--- src/rtl/cd1_weight_updater_if.sv ---
// Sample, weight and status bundle between the CD-1 weight updater and the RBM layer it trains.
interface cd1_weight_updater_if #(
    parameter int weight_bitlength = 12,
    parameter int in_dim           = 6,
    parameter int out_dim          = 5
);
    logic                                        StartI;
    logic [in_dim-1:0]                           V0I;
    logic [out_dim-1:0]                          H0I;
    logic [in_dim-1:0]                           V1I;
    logic [out_dim-1:0]                          H1I;
    logic [in_dim*out_dim*weight_bitlength-1:0]  WeightI;
    logic [out_dim*weight_bitlength-1:0]         BiasI;
    logic [in_dim*out_dim*weight_bitlength-1:0]  WeightO;
    logic [out_dim*weight_bitlength-1:0]         BiasO;
    logic                                        BusyO;
    logic                                        DoneO;

    modport master (
        output StartI, V0I, H0I, V1I, H1I, WeightI, BiasI,
        input  WeightO, BiasO, BusyO, DoneO
    );

    modport slave (
        input  StartI, V0I, H0I, V1I, H1I, WeightI, BiasI,
        output WeightO, BiasO, BusyO, DoneO
    );
endinterface

--- src/rtl/cd1_weight_updater.sv ---
// CD-1 learning stage: snapshots one Gibbs step, then walks the weight matrix and hidden
// bias one element per clock, adding a saturated +/-weight_step per unit of delta.
module cd1_weight_updater #(
    parameter int weight_bitlength = 12,
    parameter int in_dim           = 6,
    parameter int out_dim          = 5,
    parameter int weight_step      = 1
) (
    input  logic                 i_clock,
    input  logic                 i_reset,
    cd1_weight_updater_if.slave  bus
);
    localparam int WB = weight_bitlength;
    localparam int SW = WB + 2;
    localparam int N  = in_dim * out_dim;
    localparam int IW = (in_dim  > 1) ? $clog2(in_dim)  : 1;
    localparam int JW = (out_dim > 1) ? $clog2(out_dim) : 1;
    localparam int KW = (N       > 1) ? $clog2(N)       : 1;

    localparam logic signed [SW-1:0] MAXV = SW'((2 ** (WB - 1)) - 1);
    localparam logic signed [SW-1:0] MINV = SW'(-(2 ** (WB - 1)));
    localparam logic signed [SW-1:0] STEP = SW'(weight_step);

    localparam logic [2:0] S_IDLE  = 3'd0;
    localparam logic [2:0] S_LOAD  = 3'd1;
    localparam logic [2:0] S_UPD_W = 3'd2;
    localparam logic [2:0] S_UPD_B = 3'd3;
    localparam logic [2:0] S_DONE  = 3'd4;

    logic [2:0]              r_state;
    logic [IW-1:0]           r_i;
    logic [JW-1:0]           r_j;
    logic [KW-1:0]           r_k;
    logic [in_dim-1:0]       r_v0;
    logic [in_dim-1:0]       r_v1;
    logic [out_dim-1:0]      r_h0;
    logic [out_dim-1:0]      r_h1;
    logic signed [WB-1:0]    r_w [N];
    logic signed [WB-1:0]    r_b [out_dim];
    logic                    r_busy;
    logic                    r_done;

    logic                    w_pos_w;
    logic                    w_neg_w;
    logic signed [SW-1:0]    w_wsum;
    logic signed [SW-1:0]    w_bsum;

    function automatic logic signed [WB-1:0] sat(input logic signed [SW-1:0] x);
        if (x > MAXV) return MAXV[WB-1:0];
        if (x < MINV) return MINV[WB-1:0];
        return x[WB-1:0];
    endfunction

    // Opposing phase terms cancel, so delta is always -1, 0 or +1.
    function automatic logic signed [SW-1:0] step_of(input logic pos, input logic neg);
        if (pos && !neg) return STEP;
        if (neg && !pos) return -STEP;
        return '0;
    endfunction

    assign w_pos_w = r_v0[r_i] & r_h0[r_j];
    assign w_neg_w = r_v1[r_i] & r_h1[r_j];
    assign w_wsum  = SW'(r_w[r_k]) + step_of(w_pos_w, w_neg_w);
    assign w_bsum  = SW'(r_b[r_j]) + step_of(r_h0[r_j], r_h1[r_j]);

    always_ff @(posedge i_clock) begin
        if (!i_reset) begin
            r_state <= S_IDLE;
            r_i     <= '0;
            r_j     <= '0;
            r_k     <= '0;
            r_v0    <= '0;
            r_v1    <= '0;
            r_h0    <= '0;
            r_h1    <= '0;
            r_busy  <= 1'b0;
            r_done  <= 1'b0;
            for (int k = 0; k < N; k++) r_w[k] <= '0;
            for (int j = 0; j < out_dim; j++) r_b[j] <= '0;
        end else begin
            case (r_state)
                S_IDLE: begin
                    if (bus.StartI) begin
                        r_state <= S_LOAD;
                        r_busy  <= 1'b1;
                    end
                end
                S_LOAD: begin
                    r_v0    <= bus.V0I;
                    r_h0    <= bus.H0I;
                    r_v1    <= bus.V1I;
                    r_h1    <= bus.H1I;
                    for (int k = 0; k < N; k++) r_w[k] <= bus.WeightI[k*WB +: WB];
                    for (int j = 0; j < out_dim; j++) r_b[j] <= bus.BiasI[j*WB +: WB];
                    r_i     <= '0;
                    r_j     <= '0;
                    r_k     <= '0;
                    r_state <= S_UPD_W;
                end
                S_UPD_W: begin
                    r_w[r_k] <= sat(w_wsum);
                    r_k      <= r_k + KW'(1);
                    if (r_j == JW'(out_dim - 1)) begin
                        r_j <= '0;
                        if (r_i == IW'(in_dim - 1)) begin
                            r_i     <= '0;
                            r_k     <= '0;
                            r_state <= S_UPD_B;
                        end else begin
                            r_i <= r_i + IW'(1);
                        end
                    end else begin
                        r_j <= r_j + JW'(1);
                    end
                end
                S_UPD_B: begin
                    r_b[r_j] <= sat(w_bsum);
                    if (r_j == JW'(out_dim - 1)) begin
                        r_j     <= '0;
                        r_state <= S_DONE;
                    end else begin
                        r_j <= r_j + JW'(1);
                    end
                end
                S_DONE: begin
                    // Two edges here: raise DoneO, then drop it and return idle without honouring StartI.
                    if (!r_done) begin
                        r_done <= 1'b1;
                        r_busy <= 1'b0;
                    end else begin
                        r_done  <= 1'b0;
                        r_state <= S_IDLE;
                    end
                end
                default: begin
                    r_state <= S_IDLE;
                    r_busy  <= 1'b0;
                    r_done  <= 1'b0;
                end
            endcase
        end
    end

    for (genvar k = 0; k < N; k++) begin : g_wout
        assign bus.WeightO[k*WB +: WB] = r_w[k];
    end

    for (genvar j = 0; j < out_dim; j++) begin : g_bout
        assign bus.BiasO[j*WB +: WB] = r_b[j];
    end

    assign bus.BusyO = r_busy;
    assign bus.DoneO = r_done;
endmodule
--- src/flat_wrapper.sv ---
// flat-port wrapper written by rule: the top's interface ports become plain ports
module cd1_weight_updater_flat 
#(
    parameter int weight_bitlength = 12,
    parameter int in_dim           = 6,
    parameter int out_dim          = 5,
    parameter int weight_step      = 1
)
  (i_clock, i_reset, bus_StartI, bus_V0I, bus_H0I, bus_V1I, bus_H1I, bus_WeightI, bus_BiasI, bus_WeightO, bus_BiasO, bus_BusyO, bus_DoneO);
  cd1_weight_updater_if #(.weight_bitlength(weight_bitlength), .in_dim(in_dim), .out_dim(out_dim)) bus_i ();
  input  logic i_clock;
  input  logic i_reset;
  input wire logic [$bits(bus_i.StartI)-1:0] bus_StartI;
  input wire logic [$bits(bus_i.V0I)-1:0] bus_V0I;
  input wire logic [$bits(bus_i.H0I)-1:0] bus_H0I;
  input wire logic [$bits(bus_i.V1I)-1:0] bus_V1I;
  input wire logic [$bits(bus_i.H1I)-1:0] bus_H1I;
  input wire logic [$bits(bus_i.WeightI)-1:0] bus_WeightI;
  input wire logic [$bits(bus_i.BiasI)-1:0] bus_BiasI;
  output wire logic [$bits(bus_i.WeightO)-1:0] bus_WeightO;
  output wire logic [$bits(bus_i.BiasO)-1:0] bus_BiasO;
  output wire logic [$bits(bus_i.BusyO)-1:0] bus_BusyO;
  output wire logic [$bits(bus_i.DoneO)-1:0] bus_DoneO;
  assign bus_i.StartI = bus_StartI;
  assign bus_i.V0I = bus_V0I;
  assign bus_i.H0I = bus_H0I;
  assign bus_i.V1I = bus_V1I;
  assign bus_i.H1I = bus_H1I;
  assign bus_i.WeightI = bus_WeightI;
  assign bus_i.BiasI = bus_BiasI;
  assign bus_WeightO = bus_i.WeightO;
  assign bus_BiasO = bus_i.BiasO;
  assign bus_BusyO = bus_i.BusyO;
  assign bus_DoneO = bus_i.DoneO;
  cd1_weight_updater #(.weight_bitlength(weight_bitlength), .in_dim(in_dim), .out_dim(out_dim), .weight_step(weight_step)) u_core (.i_clock(i_clock), .i_reset(i_reset), .bus(bus_i));
endmodule
--- config.mk ---
export PLATFORM = sky130hd
export DESIGN_NAME = cd1_weight_updater_flat
export DESIGN_NICKNAME = d
export VERILOG_FILES = /design/src/rtl/cd1_weight_updater_if.sv /design/src/rtl/cd1_weight_updater.sv /design/src/flat_wrapper.sv
export SDC_FILE = /design/constraint.sdc
export NUM_CORES = 1
export LEC_CHECK = 0
export BUFFER_PORTS_ARGS = -buffer_cell sky130_fd_sc_hd__buf_2
export CAP_MARGIN = 20
export CORE_AREA = 8 8 336 338
export CTS_CLUSTER_DIAMETER = 200
export DETAILED_ROUTE_END_ITERATION = 8
export DIE_AREA = 0 0 344 346
export PLACE_DENSITY = 0.45
export RECOVER_POWER = 100
export SLEW_MARGIN = 20
export SYNTH_ARGS = -nofsm -noshare
export SYNTH_HDL_FRONTEND = slang
export SYNTH_SLANG_ARGS = --single-unit
--- constraint.sdc ---
create_clock -name i_clock -period 8.32 [get_ports i_clock]
set_input_delay 0.416 -clock i_clock [delete_from_list [all_inputs] [get_ports i_clock]]
set_output_delay 0.416 -clock i_clock [all_outputs]
set_load 0.01 [all_outputs]
# --- Word-level counts from Yosys, hierarchy flattened ---
# Memories as Yosys holds them, arrays and structs flattened. A register that Yosys moved wholly into a read port is not among the register bits.
# Cells that the tools add are included.
totals:
  register_bits: 38
  ram_bits: 420
  input_bits: 445
  output_inout_bits: 422
  word_cells: 214
  mem_count: 2
mem_list:
  columns: ["name", "words", "word_bits", "rd", "rd_ports_with_merged_regs", "wr", "line_no", "text"]
  rows:
  - ["u_core.r_w", 30, 12, 31, 1, 30, "cd1_weight_updater.sv:38", "logic signed [WB-1:0] r_w [N];"]
  - ["u_core.r_b", 5, 12, 6, 1, 5, "cd1_weight_updater.sv:39", "logic signed [WB-1:0] r_b [out_dim];"]
op_classes:
  addsub: 5
  n_lt_le_gt_ge: 6
  eq_ne: 12
  mux: 122
  n_bitwise: 38
  reduce_logical: 19
ops:
  columns: ["operator", "count"]
  rows:
  - ["2-to-1 mux 12 bit", 49]
  - ["2-to-1 mux 14 bit", 8]
  - ["2-to-1 mux 1 bit", 39]
  - ["OR 1 bit", 35]
  - ["2-to-1 mux 3 bit", 11]
  - ["adder 12 x 14 -> 14 bit", 2]
  - ["greater-than comparator 14 x 12 -> 1 bit, second input constant", 2]
  - ["< comparator 14 x 12 -> 1 bit, second input constant", 2]
  - ["2-to-1 mux 5 bit", 5]
  - ["OR reduction 12 bit", 2]
  - ["case mux 3 bit (5 select lines)", 1]
  - ["binary-select mux 1 bit (select 3 bit)", 4]
  - ["case mux 3 bit (2 select lines)", 2]
  - ["case mux 5 bit (2 select lines)", 1]
  - ["equality test 3 bit, second input constant", 3]
  - ["< comparator 3 x 4 -> 1 bit, second input constant", 2]
  - ["!= test 2 x 1 -> 1 bit, second input constant", 4]
  - ["adder 3 x 1 -> 3 bit, second input constant", 2]
  - ["equality test 3 x 2 -> 1 bit, second input constant", 2]
  - ["adder 5 x 1 -> 5 bit, second input constant", 1]
  - ["AND reduction 5 bit", 1]
  - ["logical AND 1 bit", 4]
  - ["zero test 1 bit", 4]
  - ["!= test 2 bit, second input constant", 2]
  - ["other kinds (12)", 14]

# --- Longest topological paths before layout ---
depth:
  ltp_word: 22
  mapped_depth: 18

# --- Worst setup path before layout ---
# No wires, ideal clock.
synth_timing:
  kind: "reg-to-reg"
  start: "reg with a tool-made name"
  end: "mem u_core.r_w[5][10] (netlist name) (data pin)"
  arrival_ns: 4.677
  slack_ns: 3.483
  stages_incl_launch_ff: 18
  n_path_buf: 5
  synth_period_minus_slack_ns: 4.837
  path_cell_list: "dfxtp_1 > clkbuf_1 > buf_2 > buf_2 > mux4_2 > mux4_2 > mux2_2 > ha_1 > fa_1 > a21oi_1 > o2111ai_2 > o311ai_4 > o41ai_4 > o21ai_4 > buf_6 > nand2_2 > buf_4 > o211ai_1"
synth_lines:
  columns: ["item", "line_no"]
  rows:
  - ["end, declared", "cd1_weight_updater.sv:38"]

==> flow_summary.ini <==
[status]
status = finished with violations
violations = max-capacitance violations, max-slew violations

[run]
max_cap_viol_count = 1

[worst_setup_path]
cp.required_ns = 8.66
rr_worst_depth = 15
startpoint_type = flop
reg2reg_slack_ns = 1.41
cp_max_fo = 31
cp.arrival_ns = 7.25
criticalPathCategory = flop to flop
r2r_end = u_core.r_w[13][9]$_DFFE_PP_
endpoint_kind = flop

[layout]
layout.nets = 3511
drive_above_1_share_pct = 26.4
final_cell_area_um2 = 34900
areaGrowthSynthToFinish_pct = 26.3
fin_cells = 4519

[global_routing]
overflow = 0
grt_usage_pct = 24.8
grt_max_degree = 154
antenna_found_initial = 51
grt_pass1_wl_mm = 208
first_global_vias = 24851

[route]
drt_first_pass_iters = 7
num_vias = 24029
drc = 0
via_per_inst = 5.32
drt_wl_total_mm = 154
postRouteAntennaNets = 0
drtIter0Drc = 1805
wl_per_cell_um = 34.2

[clock_tree]
clk_pin_slew_ns = 0.07
h-tree-depth = 3
cts_tree = yes
cts_sinks = 526
clk_path_buf_depth = 3
clk_latency_ns = 0.64
cts-root-buf = clkbuf_16
cts_buffers = 67

[sta]
maxSlewViolCount = 27
setup_ws_ns = 1.41
finClkSkew_ns = 0.0336
final.period_utilization_pct = 83.1
relSlewSlack_pct = -14.7
period_needed_ns = 6.91
hold_viol_final = 0
hold-worst-slack_ns = 0.0488
fin_setup_tns_ns = 0
worst_pin_slew_ns = 1.72
max_freq_ghz = 0.145
setup_viol = 0
rsz0062_at_grt = no

[logic_synthesis]
synth_mux_area_share_pct = 13.2
synth_fp_nets = 2723
synth_compound_area_share_pct = 14.1
synth_top_area_share_pct = 52.2
synth_top_area_cell = edfxtp_1
synth_top_family_by_area = compound AO/OA/AOI/OAI gates
synth_area_leaders = edfxtp_1, mux4_2, nand2_1
synth_ff_type = edfxtp_1
ys_warn_count = 0
syn-cell-area_um2 = 27600
ys_seq_area_share_pct = 55.5
syn-mean-instance-area_um2 = 12.3
synth-simple-area-share_pct = 11.7
synth_seq_cells = 526
synthArstFlopShare_pct = 0
synthCells = 2244
synthAdderAreaFrac_pct = 1.59
synth_edf_count = 480
ys_types = 75
synth_xor_area_share_pct = 0.539

[placed_design]
numPortBuffers = 866
placedCellCount = 4376
routabilityCongestion = 0.899
post-dp-hpwl_mm = 122
post_dp_cell_area_um2 = 33500
pre_cts_ws_ns = 2.20

[power_and_ir_drop]
powerDensity_nw_per_um2 = 240
max-vdd-ir-drop_mv = 0.115
p_leak_nw = 12.4

[hold_path]
hp-class = primary input to flop
hold_depth = 3
min_to = u_core.r_w[7][7]$_DFFE_PP_
min_from = bus_WeightI[91]

[die]
die_w_um = 344
core-area_um2 = 108000
dieArea_um2 = 119000
die_h_um = 346
pin_count = 867
initial_core_util_pct = 25.6
rows = 121
## layout make-up
class                      instances  area (um^2)
timing repair buffer             916         4260
clock buffer                      78         1760
antenna                           20         50.0
tap                             1414         1770
clock inverter                    44          414
inverter                          31          121
sequential                       526        15300
fill                           11335        72900
multi-input combinational       1490        11200
## report_power, final
part           switching, W  internal [W]  total (W)
clock               0.00124       0.00171    0.00296
sequential         0.000264       0.00323    0.00349
combinational       0.00134      0.000585    0.00193
total               0.00285       0.00553    0.00838
## cell families after synthesis
kind of cell	after synthesis
AOI/OAI and AO/OA	560
xor gates and xnor gates	17
adders and majority gates	34
buffers and inverters	228
DFF	526
muxes	175
and+or+nand+nor	704
## registers in the layout, summed over array words and instances (netlist names), named ones only
register and cells:
u_core.r_w 384, u_core.r_b 96, u_core.r_v0 6, u_core.r_v1 6
u_core.r_h0 5, u_core.r_h1 5, u_core.r_k 5, u_core.r_i 3
u_core.r_j 3, u_core.r_state 3, u_core.bus.BusyO 1, u_core.bus.DoneO 1
## per-layer routing
metal | up-vias | share of wire [%] | track usage [%]
li1 | 10225 | - | -
met1 | 12184 | 39 | 30.5
met2 | 1316 | 49 | 42.1
met3 | 276 | 8.9 | 6.26
met4 | 28 | 3.7 | 8.83
met5 | - | 0.11 | 0
## worst max path at each step
stage	to	cells after the start
floorplan	u_core.r_w[5][10]$_DFFE_PP_	17
global route	u_core.r_w[11][9]$_DFFE_PP_	15
detailed placement	u_core.r_w[3][9]$_DFFE_PP_	15
finish	u_core.r_w[13][9]$_DFFE_PP_	15
global placement	u_core.r_w[13][4]$_DFFE_PP_	13
CTS	u_core.r_w[3][9]$_DFFE_PP_	15
## Yosys cell counts (3+ instances only)
cell type  number
edfxtp_1      480
nand2_1       411
o21ai_0       227
nand3_1       163
mux4_2        148
o211ai_1      146
clkbuf_1      144
o211ai_2       55
dfxtp_1        46
nor2_1         33
ha_1           32
a21boi_0       29
inv_1          29
a21oi_1        28
buf_2          26
mux2_2         26
o21ai_1        24
nand2b_1       19
and2_1         16
buf_1          11
xnor2_1        10
buf_4           8
nand2_2         8
nand3_4         8
nor3_1          8
nor2b_1         7
xor2_1          7
a21o_1          6
a22o_1          6
or2_2           6
a31oi_1         5
clkbuf_2        5
a211oi_1        4
nand4_1         4
or3_1           4
nor3b_1         3
o21bai_1        3
## what timing repair did
action                    in CTS  in global routing
setup buffers                  0                  0
hold endpoints to repair       1                  0
resized for setup              0                  0
hold buffers                   1                  0
## worst max-delay path, cell delays in order (launching register included)
cell,delay (ns)
dfxtp_1,1.07
buf_12,0.36
clkbuf_1,0.51
mux4_2,0.64
mux4_2,0.62
mux2_2,0.31
ha_1,0.35
and3_4,0.21
a2111oi_4,0.44
a21boi_0,0.20
or2_4,0.30
clkinv_4,0.10
o21ai_0,0.15
a21oi_4,0.70
buf_4,0.42
o21ai_0,0.14
## layout by cell type, fill, tap and decap left out, types with 6 or more instances in the layout
cell type and n:
buf_4 32, nand2b_1 19, clkinv_1 12, a22o_1 6, mux4_2 148, inv_1 29, and2_0 7, xnor2_1 10
nand2_2 8, clkinv_2 14, a21oi_1 25, and2_1 8, a21oi_4 6, nand2_1 411, nor2b_1 7, xor2_1 7
edfxtp_1 480, nand3_1 163, dfxtp_1 44, nor3_1 8, a21o_1 6, mux2_2 26, bufinv_16 6, nand3_4 8
diode_2 20, o211ai_1 193, o21ai_0 248, buf_2 444, a21boi_0 30, nor2_1 33, clkbuf_16 69, clkbuf_1 440
ha_1 32, o211ai_2 8
## metrics by stage
| stage | utilization [%] | total power [W] |
|---|---|---|
| finish | 32.4 | 0.00838 |
| global route | 32.3 | 0.00865 |
| CTS | 33.1 | 0.00852 |
| detailed placement | 31.0 | 0.00558 |
| global placement | 30.9 | 0.00554 |
| floorplan | - | 0.00437 |
(Power assumes the default switching activity.)
